==> src/rtl/rotary_encoder_ctrl.sv <==
// rtl/rotary_encoder_ctrl.sv - debounced quadrature encoder and pushbutton front end
//
// Purpose: synchronise and debounce three raw pulled-up pins, decode the A/B
// quadrature pair into detent steps driving a wrap/saturate position counter,
// and turn the debounced button into a level plus press/release strobes.
//
// Ports:
//   clk          system clock
//   rst          synchronous reset, active-high
//   enc_a/enc_b  raw encoder channels, idle high
//   btn_n        raw pushbutton, active-low
//   pos_load     load pos from pos_din this cycle (wins over a detent)
//   pos_din      value loaded on pos_load
//   pos          current position
//   step_up/dn   one-cycle strobes, one detent clockwise / counter-clockwise
//   btn_level    debounced button, 1 = pressed
//   btn_press    one-cycle strobe on debounced press
//   btn_release  one-cycle strobe on debounced release
//   quad_err     sticky flag: both A and B changed together
module rotary_encoder_ctrl #(
    parameter int DEB_BITS         = 9,
    parameter int POS_WIDTH        = 4,
    parameter int STEPS_PER_DETENT = 4,
    parameter bit WRAP             = 1'b1
) (
    input  logic                 clk,
    input  logic                 rst,
    input  logic                 enc_a,
    input  logic                 enc_b,
    input  logic                 btn_n,
    input  logic                 pos_load,
    input  logic [POS_WIDTH-1:0] pos_din,
    output logic [POS_WIDTH-1:0] pos,
    output logic                 step_up,
    output logic                 step_dn,
    output logic                 btn_level,
    output logic                 btn_press,
    output logic                 btn_release,
    output logic                 quad_err
);

    localparam logic [DEB_BITS-1:0]  CNT_MAX = '1;
    localparam logic signed [2:0]    SUB_MAX = 3'(STEPS_PER_DETENT - 1);
    localparam logic signed [2:0]    SUB_MIN = -SUB_MAX;
    localparam logic [POS_WIDTH-1:0] POS_MAX = '1;

    // Channel order: 0 = A, 1 = B, 2 = button. All idle high.
    logic [2:0]          w_raw;
    logic [2:0]          r_sync1;
    logic [2:0]          r_sync2;
    logic [2:0]          r_deb;
    logic [DEB_BITS-1:0] r_cnt [3];

    assign w_raw = {btn_n, enc_b, enc_a};

    // A channel only flips after 2^DEB_BITS consecutive clocks disagreeing
    // with its debounced state; any agreeing clock restarts the count.
    always_ff @(posedge clk) begin
        if (rst) begin
            r_sync1 <= '1;
            r_sync2 <= '1;
            r_deb   <= '1;
            for (int i = 0; i < 3; i++) begin
                r_cnt[i] <= '0;
            end
        end else begin
            r_sync1 <= w_raw;
            r_sync2 <= r_sync1;
            for (int i = 0; i < 3; i++) begin
                if (r_sync2[i] == r_deb[i]) begin
                    r_cnt[i] <= '0;
                end else if (r_cnt[i] == CNT_MAX) begin
                    r_deb[i] <= r_sync2[i];
                    r_cnt[i] <= '0;
                end else begin
                    r_cnt[i] <= r_cnt[i] + 1'b1;
                end
            end
        end
    end

    logic [1:0]          w_ab;
    logic [1:0]          r_prev_ab;
    logic signed [2:0]   r_sub;
    logic                r_btn_prev;
    logic                w_fwd;
    logic                w_rev;
    logic                w_err;
    logic                w_detent_up;
    logic                w_detent_dn;
    logic [POS_WIDTH-1:0] w_pos_up;
    logic [POS_WIDTH-1:0] w_pos_dn;

    assign w_ab = {r_deb[0], r_deb[1]};

    // Gray-code walk 00->10->11->01->00 is clockwise; the reverse walk is
    // counter-clockwise. Unchanged or double-bit changes decode to neither.
    always_comb begin
        w_fwd = 1'b0;
        w_rev = 1'b0;
        case ({r_prev_ab, w_ab})
            4'b00_10, 4'b10_11, 4'b11_01, 4'b01_00: w_fwd = 1'b1;
            4'b10_00, 4'b11_10, 4'b01_11, 4'b00_01: w_rev = 1'b1;
            default: ;
        endcase
    end

    assign w_err = ((w_ab ^ r_prev_ab) == 2'b11);

    // sub never stores +/-STEPS_PER_DETENT: the transition that would reach
    // it is the detent itself, so sub stays within a 3-bit signed range.
    assign w_detent_up = w_fwd && (r_sub == SUB_MAX);
    assign w_detent_dn = w_rev && (r_sub == SUB_MIN);

    assign w_pos_up = (!WRAP && (pos == POS_MAX))  ? pos : pos + 1'b1;
    assign w_pos_dn = (!WRAP && (pos == '0))       ? pos : pos - 1'b1;

    always_ff @(posedge clk) begin
        if (rst) begin
            r_prev_ab   <= 2'b11;
            r_sub       <= '0;
            pos         <= '0;
            step_up     <= 1'b0;
            step_dn     <= 1'b0;
            quad_err    <= 1'b0;
            r_btn_prev  <= 1'b1;
            btn_press   <= 1'b0;
            btn_release <= 1'b0;
        end else begin
            r_prev_ab <= w_ab;
            step_up   <= 1'b0;
            step_dn   <= 1'b0;

            if (w_err) begin
                quad_err <= 1'b1;
            end

            if (pos_load) begin
                pos   <= pos_din;
                r_sub <= '0;
            end else if (w_detent_up) begin
                pos     <= w_pos_up;
                r_sub   <= '0;
                step_up <= 1'b1;
            end else if (w_detent_dn) begin
                pos     <= w_pos_dn;
                r_sub   <= '0;
                step_dn <= 1'b1;
            end else if (w_fwd) begin
                r_sub <= r_sub + 3'sd1;
            end else if (w_rev) begin
                r_sub <= r_sub - 3'sd1;
            end

            // Button is active-low: a debounced 1->0 is a press.
            r_btn_prev  <= r_deb[2];
            btn_press   <= r_btn_prev & ~r_deb[2];
            btn_release <= ~r_btn_prev & r_deb[2];
        end
    end

    assign btn_level = ~r_deb[2];

endmodule

==> config.mk <==
export PLATFORM = sky130hd
export DESIGN_NAME = rotary_encoder_ctrl
export DESIGN_NICKNAME = d
export VERILOG_FILES = /design/src/rtl/rotary_encoder_ctrl.sv
export SDC_FILE = /design/constraint.sdc
export NUM_CORES = 1
export LEC_CHECK = 0
export ABC_AREA = 1
export CAP_MARGIN = 0
export CORE_MARGIN = 2
export CORE_UTILIZATION = 52
export DETAILED_ROUTE_END_ITERATION = 8
export PLACE_DENSITY = 0.75
export SETUP_SLACK_MARGIN = 0.3
export SLEW_MARGIN = 20
export SYNTH_ARGS = -nofsm -noshare
export SYNTH_HDL_FRONTEND = slang
export SYNTH_SLANG_ARGS = --single-unit
==> constraint.sdc <==
create_clock -name clk -period 2 [get_ports clk]
set_input_delay 0.4 -clock clk [delete_from_list [all_inputs] [get_ports clk]]
set_output_delay 0.4 -clock clk [all_outputs]
set_load 0.03 [all_outputs]
==> impl_metrics.toml, run 1 <==
[synthesis]
synth-simple-area-share_pct = 28.0
ys_warn_count = 0
yosysTopAreaCell = "edfxtp_1"
syn_area_per_cell_um2 = 8.88
synthTopCellsByArea = "edfxtp_1 33%, dfxtp_1 19%, nand2_1 9.0%"
synth-edff-count = 27
postSynthCellCount = 278
synthMuxAreaShare_pct = 0.405
seq_area_frac_synth_pct = 52.3
synth_compound_area_share_pct = 6.99
synth-seq-cells = 51
synth.distinct_cells = 34
synthXorXnorAreaFrac_pct = 0.709
netlist.area_leader.share_pct = 32.8
synth_top_family_by_area = "simple AND/OR/NAND/NOR gates"
async_flop_share_pct = 0
synth_area_um2 = 2470
synth_top_flop_cell = "edfxtp_1"
synthAdderAreaFrac_pct = 5.67

[power_and_ir_drop]
peakVddDrop_uv = 401
p_leak_nw = 1.52
p_per_area_nw_per_um2 = 569

[global_routing]
grt_overflow = 0
gr-usage-all-layers_pct = 19.4
grt_first_pass_wirelength_mm = 8.01
antenna_found_initial = 0
grt_pass1_vias = 1927
grt_max_degree = 15

[timing]
setup_tns_ns = 0
final-hold-violation-count = 0
fmax_ghz = 0.540
setup_ws_ns = 0.149
drv_slew = 0
fin_hold_ws_ns = 0.423
finalCriticalPeriod_ns = 1.85
fin_skew_ns = 0.00465
rsz0062_at_grt = "yes"
setup_viol = 0
period_share_pct = 92.5

[worst_setup_path]
critPathSlowestCell = "edfxtp_1"
worstPathCellList = "ha_2 -> nand2_2 -> inv_2 -> nand2_4 -> nor4_4 -> and2_1 -> ha_2 -> inv_2 -> nand4_1 -> inv_2 -> o21ai_1 -> a21oi_1"
cpMostUsedCell = "inv_2"
cp_max_fo = 4
r2r_start = "r_cnt[0][0]"
worstSetupPathType = "flop to flop"
ff2ff_path_depth = 12
required_ns = 2.06
cp-start-kind = "flop"
slowest_delay_ns = 0.37
cp.arrival_ns = 1.91
crit_end = "r_cnt[0][4]"
reg2reg_to = "r_cnt[0][4]"
regToRegSetupSlack_ns = 0.15
cp-startpoint = "r_cnt[0][0]"
endpoint_kind = "flop"

[clocking]
cts_num_sinks = 51
cts_tree = "done"
clk-insertion-delay-late_ns = 0.30
clk_path_buf_depth = 2
cts_made_buffers = 5
cts.htree.levels = 2
cts-root-buf = "clkbuf_8"
clkSlewWorstSetupHoldPaths_ns = 0.09

[routing]
wirelength_mm = 5.10
drtIter0Drc = 68
route.detailed.drc = 0
viasPerCell = 4.80
wl_per_cell_um = 12.2
antenna_left = 0
dr.pass1.iters = 4
vias = 2017

[outcome]
outcome = "finished clean"

[placement]
hpwl_mm = 3.10
io_buffers = 19
dpl.cell_count = 380
place_ws_ns = 0.0557
gp_congestion = 0.808

[layout]
antenna_cells = 0
fin_util_pct = 73.6
fin_cells = 420
area_delta_synth_final_pct = 39.0
drive_above_1_share_pct = 35.5
final_nets = 385

[worst_hold_path]
hold_class = "flop to flop"

[floorplanning]
dieWidth_um = 72.9
top_level_ports = 20
std_cell_rows = 25
dieArea_um2 = 5320
start_util_pct = 53.0
die_height_um = 72.9
core_area_um2 = 4660

[flow_run]
drv_cap = 0
[through the flow]
stage | area [µm²] | total power, W
2_1_floorplan | 2580 | 0.00128
3_3_place_gp | 2870 | 0.00134
3_5_place_dp | 2870 | 0.00135
4_1_cts | 3210 | 0.00193
5_1_grt | 3430 | 0.00203
6_report | 3430 | 0.00195
[report_power, final]
group | internal, W | total (W) | leakage [nW] | switching, W
registers | 0.00113 | 0.00116 | 0.475 | 0.0000305
clock network | 0.000246 | 0.000576 | 0.0422 | 0.000330
logic | 0.0000964 | 0.000213 | 1.00 | 0.000117
[routing by layer]
metal / GRT usage [%] / vias up / routed length [µm]
li1: - / 1055 / -
met1: 22.9 / 932 / 2140
met2: 35.1 / 23 / 2780
met3: 4.28 / 7 / 116
met4: 5.97 / 0 / 75
met5: 0 / - / 0
[layout by cell type (no fill, tap or decap), types with 3 or more instances in the layout]
master / n
nand2_1: 51
buf_4: 33
nor2_1: 27
edfxtp_1: 27
conb_1: 27
inv_1: 24
dfxtp_1: 18
nand2_2: 12
nor2_2: 11
a21oi_1: 11
inv_2: 10
clkdlybuf4s50_1: 10
or2_2: 8
o21ai_1: 6
dlygate4sd2_1: 6
nor3_2: 5
ha_2: 5
clkbuf_8: 5
nand3_1: 4
nor3_1: 4
a21oi_2: 4
o21ai_0: 4
buf_6: 4
nand3_4: 3
o21ai_2: 3
ha_4: 3
dlymetal6s2s_1: 3
dfxtp_4: 3
dfxtp_2: 3
[worst min-delay path by stage]
stage | startpoint | end | depth (start not counted)
floorplan | r_sync1[0] | r_sync2[0] | 1
global placement | r_sync1[2] | r_sync2[2] | 1
detailed placement | r_sync1[0] | r_sync2[0] | 1
CTS | r_sync1[0] | r_sync2[0] | 1
global route | r_sync1[2] | r_sync2[2] | 1
finish | r_sync1[2] | r_sync2[2] | 1
[timing repair]
action	4_1_cts	5_1_grt
cloned	0	0
hold buffers	0	0
endpoints found under the setup margin	34	35
pin swaps	15	23
resized for setup	45	43
setup buffers	21	11
[sequential cells by signal, summed over array words and instances (netlist names), 2 cells and up]
name	count
r_deb	3
r_prev_ab	2
pos	4
r_sync1	3
r_cnt	27
r_sub	3
r_sync2	3
[cells by family after synthesis]
kind of cell,Yosys count
and+or+nand+nor,143
DFF,51
buffers and inverters,38
AOI/OAI and AO/OA,32
adders and majority gates,10
xor gates and xnor gates,2
other,1
muxes,1
[cells in the mapped netlist, drive strengths merged, types with 2 or more instances]
cell type and n:
nor2 39, o21ai 13, a31oi 2, nor3b 4, nand4 3, nand2 65, nand3 9, ha 8
nor4 2, a21oi 16, or2 10, edfxtp 27, fa 2, inv 36, nor3 10, dfxtp 24
[final cells by class]
| cell class | count | area, µm² |
|---|---|---|
| multi-input combinational | 215 | 1350 |
| inverter | 36 | 140 |
| fill | 341 | 1230 |
| tap | 54 | 67.6 |
| sequential | 51 | 1310 |
| clock buffer | 7 | 76.3 |
| clock inverter | 1 | 5.00 |
| timing repair buffer | 56 | 483 |
[worst max-delay path, delay by kind of cell, from the launching register on]
| kind | cells | cell delay, ns |
|---|---|---|
| compound gates | 2 | 0.14 |
| fa+ha+maj | 2 | 0.38 |
| flops | 1 | 0.37 |
| buf+inv | 3 | 0.19 |
| simple gates | 5 | 0.53 |
No activity file was read; power rests on OpenSTA's default activity.
==> inputs of run 2 (changes only) <==
CAP_MARGIN = unset   (was 0)
==> results of run 2 <==
The final DEF is identical to that of run 1; final timing and power are the same.
